`src/rtl/tt_sum_splitter_if.sv`:
```
// Handshake/bus bundle for tt_sum_splitter: upstream pair input, downstream
// result output, and the self-check status outputs.
interface tt_sum_splitter_if #(
    parameter int WIDTH = 8,
    parameter int DEPTH = 4
);
    logic [WIDTH-1:0]         sum_in;
    logic [WIDTH-1:0]         opb_in;
    logic                     in_valid;
    logic                     in_ready;
    logic [WIDTH-1:0]         a_out;
    logic                     out_valid;
    logic                     out_ready;
    logic [$clog2(DEPTH):0]   level;
    logic [WIDTH-1:0]         checksum;
    logic [15:0]              xfer_count;
    logic                     clear;

    // Driver side (upstream producer + downstream consumer + control)
    modport master (
        output sum_in, opb_in, in_valid, out_ready, clear,
        input  in_ready, a_out, out_valid, level, checksum, xfer_count
    );

    // Block side
    modport slave (
        input  sum_in, opb_in, in_valid, out_ready, clear,
        output in_ready, a_out, out_valid, level, checksum, xfer_count
    );
endinterface

```
`src/rtl/tt_sum_splitter.sv`:
```
// Recovers operand A = sum - B (mod 2^WIDTH) from an adder's output stream,
// buffers results in a small FIFO, and keeps an XOR checksum and pop counter
// of everything delivered downstream.
module tt_sum_splitter #(
    parameter int WIDTH = 8,
    parameter int DEPTH = 4
) (
    input  logic               clk,
    input  logic               rst,
    tt_sum_splitter_if.slave   bus
);
    localparam int PW = $clog2(DEPTH);
    localparam int LW = PW + 1;

    logic [DEPTH-1:0][WIDTH-1:0] mem_q, mem_d;
    logic [PW-1:0]               rd_ptr_q, rd_ptr_d;
    logic [PW-1:0]               wr_ptr_q, wr_ptr_d;
    logic [LW-1:0]               level_q, level_d;
    logic [WIDTH-1:0]            a_out_q, a_out_d;
    logic [WIDTH-1:0]            checksum_q, checksum_d;
    logic [15:0]                 xfer_q, xfer_d;

    logic full, empty, in_ready, out_valid, push, pop;

    // Handshake flags come only from registered occupancy; in_ready never
    // looks at out_ready, so a full FIFO refuses input even while popping.
    assign full      = (level_q == LW'(DEPTH));
    assign empty     = (level_q == '0);
    assign in_ready  = !full && !rst;
    assign out_valid = !empty;
    assign push      = bus.in_valid && in_ready;
    assign pop       = out_valid && bus.out_ready;

    assign bus.in_ready   = in_ready;
    assign bus.out_valid  = out_valid;
    assign bus.a_out      = a_out_q;
    assign bus.level      = level_q;
    assign bus.checksum   = checksum_q;
    assign bus.xfer_count = xfer_q;

    // Next-state: FIFO write/read, occupancy, head register, checksum/counter
    always_comb begin
        mem_d      = mem_q;
        rd_ptr_d   = rd_ptr_q;
        wr_ptr_d   = wr_ptr_q;
        level_d    = level_q;
        a_out_d    = a_out_q;
        checksum_d = checksum_q;
        xfer_d     = xfer_q;

        // Subtract at write time; only the recovered A is stored.
        if (push) begin
            mem_d[wr_ptr_q] = bus.sum_in - bus.opb_in;
            wr_ptr_d        = wr_ptr_q + PW'(1);
        end
        if (pop) begin
            rd_ptr_d = rd_ptr_q + PW'(1);
        end

        case ({push, pop})
            2'b10:   level_d = level_q + LW'(1);
            2'b01:   level_d = level_q - LW'(1);
            default: level_d = level_q;
        endcase

        // Head is pre-registered from the post-edge FIFO image, giving the
        // one-cycle push-to-output latency even into an empty FIFO. When the
        // FIFO drains, the last delivered value is held.
        if (level_d != '0) begin
            a_out_d = mem_d[rd_ptr_d];
        end

        // clear beats a same-cycle pop for the statistics only.
        if (bus.clear) begin
            checksum_d = '0;
            xfer_d     = '0;
        end else if (pop) begin
            checksum_d = checksum_q ^ a_out_q;
            xfer_d     = xfer_q + 16'd1;
        end
    end

    // State registers; reset discards all entries asynchronously
    always_ff @(posedge clk or posedge rst) begin
        if (rst) begin
            mem_q      <= '0;
            rd_ptr_q   <= '0;
            wr_ptr_q   <= '0;
            level_q    <= '0;
            a_out_q    <= '0;
            checksum_q <= '0;
            xfer_q     <= '0;
        end else begin
            mem_q      <= mem_d;
            rd_ptr_q   <= rd_ptr_d;
            wr_ptr_q   <= wr_ptr_d;
            level_q    <= level_d;
            a_out_q    <= a_out_d;
            checksum_q <= checksum_d;
            xfer_q     <= xfer_d;
        end
    end
endmodule

```
`src/flat_wrapper.sv`:
```
// flat-port wrapper written by rule: the top's interface ports become plain ports
module tt_sum_splitter_flat 
#(
    parameter int WIDTH = 8,
    parameter int DEPTH = 4
)
  (clk, rst, bus_sum_in, bus_opb_in, bus_in_valid, bus_out_ready, bus_clear, bus_in_ready, bus_a_out, bus_out_valid, bus_level, bus_checksum, bus_xfer_count);
  tt_sum_splitter_if #(.WIDTH(WIDTH), .DEPTH(DEPTH)) bus_i ();
  input  logic clk;
  input  logic rst;
  input wire logic [$bits(bus_i.sum_in)-1:0] bus_sum_in;
  input wire logic [$bits(bus_i.opb_in)-1:0] bus_opb_in;
  input wire logic [$bits(bus_i.in_valid)-1:0] bus_in_valid;
  input wire logic [$bits(bus_i.out_ready)-1:0] bus_out_ready;
  input wire logic [$bits(bus_i.clear)-1:0] bus_clear;
  output wire logic [$bits(bus_i.in_ready)-1:0] bus_in_ready;
  output wire logic [$bits(bus_i.a_out)-1:0] bus_a_out;
  output wire logic [$bits(bus_i.out_valid)-1:0] bus_out_valid;
  output wire logic [$bits(bus_i.level)-1:0] bus_level;
  output wire logic [$bits(bus_i.checksum)-1:0] bus_checksum;
  output wire logic [$bits(bus_i.xfer_count)-1:0] bus_xfer_count;
  assign bus_i.sum_in = bus_sum_in;
  assign bus_i.opb_in = bus_opb_in;
  assign bus_i.in_valid = bus_in_valid;
  assign bus_i.out_ready = bus_out_ready;
  assign bus_i.clear = bus_clear;
  assign bus_in_ready = bus_i.in_ready;
  assign bus_a_out = bus_i.a_out;
  assign bus_out_valid = bus_i.out_valid;
  assign bus_level = bus_i.level;
  assign bus_checksum = bus_i.checksum;
  assign bus_xfer_count = bus_i.xfer_count;
  tt_sum_splitter #(.WIDTH(WIDTH), .DEPTH(DEPTH)) u_core (.clk(clk), .rst(rst), .bus(bus_i));
endmodule
```
`config.mk`:
```
export PLATFORM = sky130hd
export DESIGN_NAME = tt_sum_splitter_flat
export DESIGN_NICKNAME = d
export VERILOG_FILES = /design/src/rtl/tt_sum_splitter_if.sv /design/src/rtl/tt_sum_splitter.sv /design/src/flat_wrapper.sv
export SDC_FILE = /design/constraint.sdc
export NUM_CORES = 1
export LEC_CHECK = 0
export BUFFER_PORTS_ARGS = -buffer_cell sky130_fd_sc_hd__buf_2
export CAP_MARGIN = 0
export CORE_ASPECT_RATIO = 1.5
export CORE_MARGIN = 5
export CORE_UTILIZATION = 25
export CTS_BUF_LIST = sky130_fd_sc_hd__clkbuf_2 sky130_fd_sc_hd__clkbuf_4 sky130_fd_sc_hd__clkbuf_8
export CTS_CLUSTER_SIZE = 24
export DETAILED_ROUTE_END_ITERATION = 10
export HOLD_SLACK_MARGIN = 0.05
export PLACE_DENSITY_LB_ADDON = 0.12
export SYNTH_ARGS = -nofsm -noshare
export SYNTH_HDL_FRONTEND = slang
export SYNTH_SLANG_ARGS = --single-unit
export TNS_END_PERCENT = 20
```
`constraint.sdc`:
```
create_clock -name clk -period 7.3 [get_ports clk]
set_input_delay 1.095 -clock clk [delete_from_list [all_inputs] [get_ports clk]]
set_output_delay 1.095 -clock clk [all_outputs]
set_load 0.05 [all_outputs]
```
* Word-level counts from Yosys, hierarchy flattened
Cells that the tools add are included. Widths: inputs -> output; s select.
Storage, ports and cells: register bits 71, bits of input ports 21, output and inout bits 37, logic and storage cells 45
Cells by class: add/sub/neg operators 6, $lt $le $gt $ge 3, eq/ne operators 3, mux-type cells 12, bitwise gates (word level) 1, reductions and logical operators 10
Operators with widths (number):
- $bwmux 32 | 1
- $mux 16 | 2
- $mux 32 | 1
- $mux 8 | 4
- $add 16x1->16 const B | 1
- $bmux 8 s2 | 1
- $demux 8 s2 | 1
- $sub 8x8->8 | 1
- $xor 8x8->8 | 1
- $lt 2x3->1 const B | 2
- $pmux 3 s2 | 1
- $add 2x1->2 const B | 2
- $logic_and 1x1->1 | 4
- $add 3x1->3 const B | 1
- $eq 3x3->1 const B | 1
- $logic_not 1->1 | 3
- $logic_not 3->1 | 1
- $reduce_bool 3->1 | 1
- $sub 3x1->3 const B | 1
- $eq 2x1->1 const B | 1
- $eq 2x2->1 const B | 1
- $ge 2x1->1 const B | 1
- $mux 2 | 1
- $reduce_bool 2->1 | 1

* Longest topological paths before layout
Gate-level depths: netlist (run 1).
depth in word-level cells 8, depth in mapped cells 15, mapped depth without buffers 12

* Worst setup path after synthesis (run 1)
OpenSTA, ideal clock, no wires.
path kind input port to flip-flop, from input rst, to register u_core.a_out_q[3], in the netlist u_core.bus.a_out[3], library setup time 0.123 ns, arrival time 4.998 ns, slack 2.179 ns, stages on the path 14, buffers on the path 2, cell sequence inv_1 > and3_1 > clkbuf_1 > inv_1 > ha_1 > inv_1 > fa_1 > nor2b_1 > a32o_1 > buf_2 > nor2_1 > nand2b_1 > a21boi_0 > o221a_2
Between the ends: word-level cells in the longest chain between the ends 6
RTL lines:
- start, declared | RTL line flat_wrapper.sv:10 | input logic rst;
- $logic_not 1->1 * | RTL line tt_sum_splitter.sv:29 | assign in_ready = !full && !rst;
- $logic_and 1x1->1 * | RTL line tt_sum_splitter.sv:29
- $logic_and 1x1->1 * | RTL line tt_sum_splitter.sv:31 | assign push = bus.in_valid && in_ready;
- $eq 2x1->1 (tied with other cells) | RTL line tt_sum_splitter.sv:60 | case ({push, pop})
- $pmux 3 s2 or $bmux 8 s2 (tied branches) | RTL line tt_sum_splitter.sv:60, tt_sum_splitter.sv:70
- $reduce_bool 3->1 or $mux 8 (tied branches) | RTL line tt_sum_splitter.sv:69, tt_sum_splitter.sv:70
- end signal, assigned | RTL line tt_sum_splitter.sv:98 | a_out_q <= a_out_d;
- end, declared | RTL line tt_sum_splitter.sv:19 | logic [WIDTH-1:0] a_out_q, a_out_d;
Every way passes the cells marked *; elsewhere a longest branch is shown, timed or not. The select of a mux whose other input is x is not followed. A chain may end at the register's enable or synchronous reset.

* Worst setup path after layout (run 1)
from register u_core.level_q[2], in the netlist u_core.bus.level[2], to register u_core.a_out_q[3], in the netlist u_core.bus.a_out[3]
Between the ends: word-level cells in the longest chain between the ends 7
RTL lines:
- start, declared | RTL line tt_sum_splitter.sv:18 | logic [LW-1:0] level_q, level_d;
- start signal, assigned | RTL line tt_sum_splitter.sv:97 | level_q <= level_d;
- $eq 3x3->1 | RTL line tt_sum_splitter.sv:27 | assign full = (level_q == LW'(DEPTH));
- $logic_not 1->1 | RTL line tt_sum_splitter.sv:29
- $logic_and 1x1->1 | RTL line tt_sum_splitter.sv:29
- $logic_and 1x1->1 | RTL line tt_sum_splitter.sv:31
- $eq 2x1->1 (tied with other cells) | RTL line tt_sum_splitter.sv:60
- $pmux 3 s2 or $bmux 8 s2 (tied branches) | RTL line tt_sum_splitter.sv:60, tt_sum_splitter.sv:70
- $reduce_bool 3->1 or $mux 8 (tied branches) | RTL line tt_sum_splitter.sv:69, tt_sum_splitter.sv:70
Several ways; a longest one is shown, not always the timed one. The select of a mux whose other input is x is not followed.

==> results of run 1 <==
flip-flops by register name (all words and copies together) (netlist names):
signal	cells
u_core.bus.a_out	8
u_core.bus.checksum	8
u_core.bus.level	3
u_core.bus.xfer_count	16
u_core.mem_q	32
u_core.rd_ptr_q	2
u_core.wr_ptr_q	2
worst register-to-register path, cell delays in order (launching register included):
cell and delay (ns):
dfrtp_1 0.56, or3b_1 0.57, and3_1 0.32, inv_1 0.09, ha_1 0.20, inv_1 0.07, fa_1 0.41, xor3_1 0.22
a32o_1 0.39, nor2_1 0.25, nand2b_1 0.13, a21boi_0 0.14, o221a_2 0.27
final cells by class:
cell class              instances  area, um2  area share, %
clock buffers                   9        124           2.75
multi-input cells             290       1910           42.2
repair buffers                 58        293           6.49
flip-flops and latches         71       1780           39.4
well taps                     199        249           5.52
inverters                      22       82.6           1.83
clock inverters                 7       80.1           1.78
worst paths after layout:
path,cells past startpoint,end,slack (ns)
max,12,u_core.bus.a_out[3],3.57
min,2,u_core.mem_q[10],0.48
max reg2reg,12,u_core.bus.a_out[3],3.57
min reg2reg,2,u_core.mem_q[10],0.48
max in group asynchronous,3,u_core.mem_q[3],5.59
min in group asynchronous,3,u_core.wr_ptr_q[1],1.07
synth_stat cells (4+ instances only):
master | number | area (um2)
nand2b_1 | 5 | 31.3
nand2_1 | 50 | 188
mux2_2 | 5 | 56.3
xnor2_1 | 11 | 96.3
o21ai_0 | 38 | 190
xor2_1 | 19 | 166
a31oi_1 | 4 | 25.0
mux2i_1 | 5 | 50.1
nor3_1 | 12 | 60.1
and3b_1 | 4 | 35.0
o211ai_1 | 4 | 30.0
clkbuf_1 | 7 | 26.3
buf_2 | 5 | 25.0
a21oi_1 | 19 | 95.1
inv_1 | 20 | 75.1
nor2_1 | 33 | 124
dfrtp_1 | 71 | 1780
ha_1 | 13 | 163
nand3_1 | 12 | 60.1
cells by family after synthesis:
family	after synthesis	synth area share, %
simple gates	142	17.8
compound gates	89	14.9
flops	71	46.3
buf+inv	37	4.07
xor+xnor	33	8.61
fa+ha+maj	15	5.28
mux	11	3.06
report_power, final:
group          total (mW)  internal, mW  switching (mW)
combinational       0.939         0.322           0.617
sequential          0.650         0.540           0.110
clock               0.331         0.161           0.170
metrics by stage:
step / instance area [um2] / worst slack (ns) / utilization (%) / hold slack (ns)
4_1_cts: 4510 / 3.54 / 29.9 / 0.479
2_1_floorplan: 3840 / 2.18 / - / 0.439
5_1_grt: 4510 / 3.31 / 29.9 / 0.505
3_3_place_gp: 4310 / 3.63 / 28.6 / 0.456
6_report: 4510 / 3.57 / 29.9 / 0.476
3_5_place_dp: 4310 / 3.53 / 28.6 / 0.459
layer usage:
layer,vias up,track usage (%)
li1,1480,-
met1,1455,14.3
met5,-,0
met2,65,21.0
met4,0,4.54
met3,12,2.87
cells in the final DEF (no fill, tap or decap), types with 3 or more instances in the layout:
master,count
clkbuf_8,9
or3_1,3
and3b_1,4
a211oi_1,3
mux2i_1,5
a21o_1,3
xnor2_1,11
o211ai_1,4
o21ai_0,38
ha_1,13
dfrtp_1,71
nor3_1,12
mux2_2,5
inv_1,19
and3_1,3
a31oi_1,4
nand2b_1,5
nand2_2,3
nand4_1,3
xor2_1,19
nand2_1,50
a21oi_1,19
nor2_1,33
buf_2,57
nand3_1,12
nor2b_1,3
inv_2,3
==> results by group, run 1 <==
Worst setup path
  – Slowest-stage cell, CP: or3b_1
  – Reg2reg start: u_core.bus.level[2]
  – CP most frequent cell: inv_1
  – Worst Path Max Fanout: 11
  – CP Capture Type: flop
  – Critical path launch point: u_core.bus.level[2]
  – Setup crit start kind: flop
  – Worst path top cell family by delay: simple AND/OR/NAND/NOR gates
  – Slowest stage delay, CP: 0.57 ns
  – Worst EP required: 7.54 ns
  – Worst Path Buf+Inv: 2
  – Arrival @ worst endpoint: 3.97 ns
  – Worst path cell trace: or3b_1 > and3_1 > inv_1 > ha_1 > inv_1 > fa_1 > xor3_1 > a32o_1 > nor2_1 > nand2b_1 > a21boi_0 > o221a_2
  – Crit path kind: reg2reg

Timing
  – Minimum clock period: 3.73 ns
  – Final slew viol count: 0
  – RSZ-0062 raised after global routing: no
  – Fmax: 0.268 GHz
  – Final Hold Vio Count: 0
  – Worst slew margin: 35.9%
  – Layout Skew: 0.0114 ns
  – Final setup fails: 0
  – Setup TNS: 0 ns
  – Least-Margin Pin Slew: 0.961 ns
  – Period utilisation layout: 51.1%

Logic synthesis
  – Synthesized cell area: 0.00384 mm2
  – Main synth FF type: dfrtp_1
  – Average size of a mapped cell: 9.64 um2
  – YS warnings: 0
  – Yosys reg bits: 71
  – Syn_nets: 434
  – Async SR Flop Fraction: 100%
  – EDFF count, synth: 0
  – Synth Instances: 398
  – Yosys cell types: 59
  – Post-synthesis sequential area ratio: 46.3%

Detailed routing
  – Detailed Routing Iterations Pass 1: 4
  – Drt wl/cell: 15.8 um
  – Routed vias/inst: 4.59
  – DRC: 0
  – Wl on met1: 4470 um
  – WL final: 10400 um
  – Uppermost layer routed: met4
  – Met2 wire length: 5320 um
  – Antenna viol nets, final: 0
  – Routed vias: 3012
  – Initial drt markers: 119
  – Met3 wire len: 384 um

Min path
  – Hold crit path type: reg2reg
  – Hold Crit Start: u_core.mem_q[10]

Status
  – Status: complete, no violations

Die
  – Top-level port count: 58
  – Die extent in y: 162 um
  – Die width: 111 um
  – Die area: 0.0180 mm2
  – Initial Util: 25.5%
  – Core box area: 0.0151 mm2
  – Rows: 55

Placed design
  – IO Port Bufs: 57
  – Placer Congestion: 0.798
  – DP Cell Count: 640
  – DPL Wire Length: 7590 um

Pwr
  – Power Density: 426 mW/mm2
  – Pwr Total: 1.92 mW
  – Worst-case vdd ir drop: 0.155 mV
  – Static leakage: 2.12 nW

GRT
  – First-pass GRT wire length: 17100 um
  – Initial antenna violation count: 0
  – Vias in the first global route: 3172
  – Congestion Overflow GR: 0
  – Overall Global Routing Usage: 12.0%
  – Largest net degree at the start of global routing: 72

Clock network
  – Clk_lat worst skew: 0.35 ns
  – Clock root cell: clkbuf_8
  – Setup Buffers After CTS: 0
  – Clock buffer depth: 2
  – Cts hold-fix bufs: 0
  – CTS tree: built
  – CTS resizes: 0
  – CTS sink count: 71
  – H-tree depth: 3
  – Reg clk slew, reported paths: 0.09 ns
  – CTS Buf Count: 9

Final layout
  – Post-Layout Cell Count: 656
  – P&R area growth vs syn: 17.5%
  – Share of layout cells above drive strength 1: 20.4%
  – # diodes: 0
  – Nets: 488
  – Filler cells: 1613

Run
  – Max-Cap Viols: 0
(Power assumes the default switching activity.)
==> run 2, diff against run 1 <==
clock period = 3.75 ns   (was 7.3 ns; I/O delays follow)
==> results by group, run 2 (same netlist as run 1, synthesis figures left out) <==
Final layout
  – Highest-count cells in the layout ignoring fill and taps: dfrtp_1 (71), buf_2 (57), nand2_1 (50) (unchanged)
  – Share of layout cells above drive strength 1: 21.7% (was 20.4%)
  – Most common cell after layout, fill and taps aside: dfrtp_1 (unchanged)
  – # diodes: 0 (unchanged)
  – Filler cells: 1595 (was 1613)
  – Nets: 492 (was 488)
  – Design Area, Final: 0.00454 mm2 (was 0.00451 mm2)
  – Reg with most FFs: u_core.mem_q (unchanged)
  – Max FFs per register: 32 (unchanged)
  – Post-Layout Cell Count: 660 (was 656)
  – P&R area growth vs syn: 18.2% (was 17.5%)

GRT
  – Overall Global Routing Usage: 11.8% (was 12.0%)
  – Congestion Overflow GR: 0 (unchanged)
  – Vias in the first global route: 3117 (was 3172)
  – Largest net degree at the start of global routing: 72 (unchanged)
  – Initial antenna violation count: 0 (unchanged)
  – First-pass GRT wire length: 16900 um (was 17100 um)

Timing
  – Layout Skew: 0.0116 ns (was 0.0114 ns)
  – Final slew viol count: 0 (unchanged)
  – Minimum clock period: 3.43 ns (was 3.73 ns)
  – Fmax: 0.291 GHz (was 0.268 GHz)
  – RSZ-0062 raised after global routing: no (unchanged)
  – Worst slew margin: 36.7% (was 35.9%)
  – Final Hold Vio Count: 0 (unchanged)
  – Setup TNS: 0 ns (unchanged)
  – Least-Margin Pin Slew: 0.950 ns (was 0.961 ns)
  – Period utilisation layout: 91.6% (was 51.1%)
  – Min Hold Slack: 0.477 ns (was 0.476 ns)
  – Final setup fails: 0 (unchanged)

Placed design
  – IO Port Bufs: 57 (unchanged)
  – Placed cell area: 0.00435 mm2 (was 0.00431 mm2)
  – DP Cell Count: 644 (was 640)
  – Placer Congestion: 0.785 (was 0.798)
  – DPL Wire Length: 7610 um (was 7590 um)

Die
  – Die area: 0.0180 mm2 (unchanged)
  – Top-level port count: 58 (unchanged)
  – Die extent in y: 162 um (unchanged)
  – Core box area: 0.0151 mm2 (unchanged)
  – Die width: 111 um (unchanged)
  – Initial Util: 25.5% (unchanged)
  – Rows: 55 (unchanged)

Clock network
  – Clk_lat worst skew: 0.35 ns (about the same)
  – CTS Buf Count: 9 (unchanged)
  – CTS sink count: 71 (unchanged)
  – CTS resizes: 0 (unchanged)
  – H-tree depth: 3 (unchanged)
  – CTS tree: built (unchanged)
  – Setup Buffers After CTS: 0 (unchanged)
  – Clock root cell: clkbuf_8 (unchanged)
  – Clock buffer depth: 2 (unchanged)
  – Cts hold-fix bufs: 0 (unchanged)
  – Reg clk slew, reported paths: 0.09 ns (about the same)

Pwr
  – Static leakage: 2.12 nW (about the same)
  – Switching Share: 46.7% (about the same)
  – Clock network power share: 15.5% (was 17.3%)
  – Seq pwr share: 33.5% (was 33.8%)
  – Switching Power: 1.73 mW (was 0.897 mW)
  – Worst-case vdd ir drop: 0.289 mV (was 0.155 mV)
  – Comb pwr share: 51.0% (was 48.9%)
  – Power Density: 818 mW/mm2 (was 426 mW/mm2)
  – Internal: 1.98 mW (was 1.02 mW)
  – Pwr Total: 3.71 mW (was 1.92 mW)

Detailed routing
  – Antenna viol nets, final: 0 (unchanged)
  – Routed vias/inst: 4.61 (was 4.59)
  – Routed vias: 3043 (was 3012)
  – WL final: 10200 um (was 10400 um)
  – Initial drt markers: 129 (was 119)
  – Detailed Routing Iterations Pass 1: 4 (unchanged)
  – Drt wl/cell: 15.5 um (was 15.8 um)
  – DRC: 0 (unchanged)

Worst setup path
  – Setup crit start kind: flop (unchanged)
  – Arrival @ worst endpoint: 3.72 ns (was 3.97 ns)
  – Worst Path Max Fanout: 10 (was 11)
  – Crit path kind: reg2reg (unchanged)
  – CP Capture Type: flop (unchanged)
  – Worst EP required: 4.04 ns (was 7.54 ns)

Min path
  – Hold crit path type: reg2reg (unchanged)

Run
  – Max-Cap Viols: 0 (unchanged)

Status
  – Status: complete, no violations (unchanged)
run 2: critical path, stage by stage (launching register included):
cell and delay (ns):
dfrtp_1 0.57, or3b_1 0.40, and3_1 0.25, inv_1 0.08
ha_2 0.20, inv_1 0.06, fa_2 0.51, nor2b_1 0.22
a32o_1 0.47, nor2_4 0.07, nand2b_1 0.12, a21boi_0 0.21
o221a_2 0.20
run 2: per-stage QoR:
| stage | setup WS, ns | util [%] |
|---|---|---|
| 3_5_place_dp | 0.330 | 28.9 |
| 5_1_grt | 0.0667 | 30.1 |
| 3_3_place_gp | 0.431 | 28.9 |
| 2_1_floorplan | -0.291 | - |
| 4_1_cts | 0.305 | 30.1 |
| 6_report | 0.316 | 30.1 |
run 2: cell type report:
class                           count  area, um2  share of cell area [%]
Tap cell                          199        249                    5.49
Sequential cell                    71       1780                    39.2
Timing Repair Buffer               62        323                    7.12
Clock buffer                       10        138                    3.03
Inverter                           22       86.3                    1.90
Multi-Input combinational cell    290       1920                    42.3
Clock inverter                      6       45.0                   0.993
run 2: worst paths after layout:
| kind | from | to | slack (ns) | depth (start not counted) |
|---|---|---|---|---|
| setup / recovery | u_core.bus.level[2] | u_core.bus.a_out[3] | 0.32 | 12 |
| hold / removal | u_core.mem_q[19] | u_core.mem_q[19] | 0.48 | 2 |
| setup reg to reg | u_core.bus.level[2] | u_core.bus.a_out[3] | 0.32 | 12 |
| hold reg to reg | u_core.mem_q[19] | u_core.mem_q[19] | 0.48 | 2 |
| max in group asynchronous | rst | u_core.bus.checksum[2] | 2.56 | 3 |
| min in group asynchronous | rst | u_core.bus.level[0] | 0.56 | 3 |
run 2: power groups by stage:
stage	clock (mW)	combinational [mW]	sequential [mW]
2_1_floorplan	0	1.17	1.52
3_3_place_gp	0	1.90	1.26
3_5_place_dp	0	1.91	1.26
4_1_cts	0.600	1.92	1.25
5_1_grt	0.637	2.10	1.28
6_report	0.574	1.89	1.24
run 2: metal layers:
metal	up-vias	routed length, um	part of all wire (%)	GRT usage (%)
met5	-	0	0	0
met4	0	238	2.3	5.04
met3	15	474	4.6	2.72
met2	87	5100	50	20.5
met1	1447	4390	43	14.0
li1	1494	-	-	-
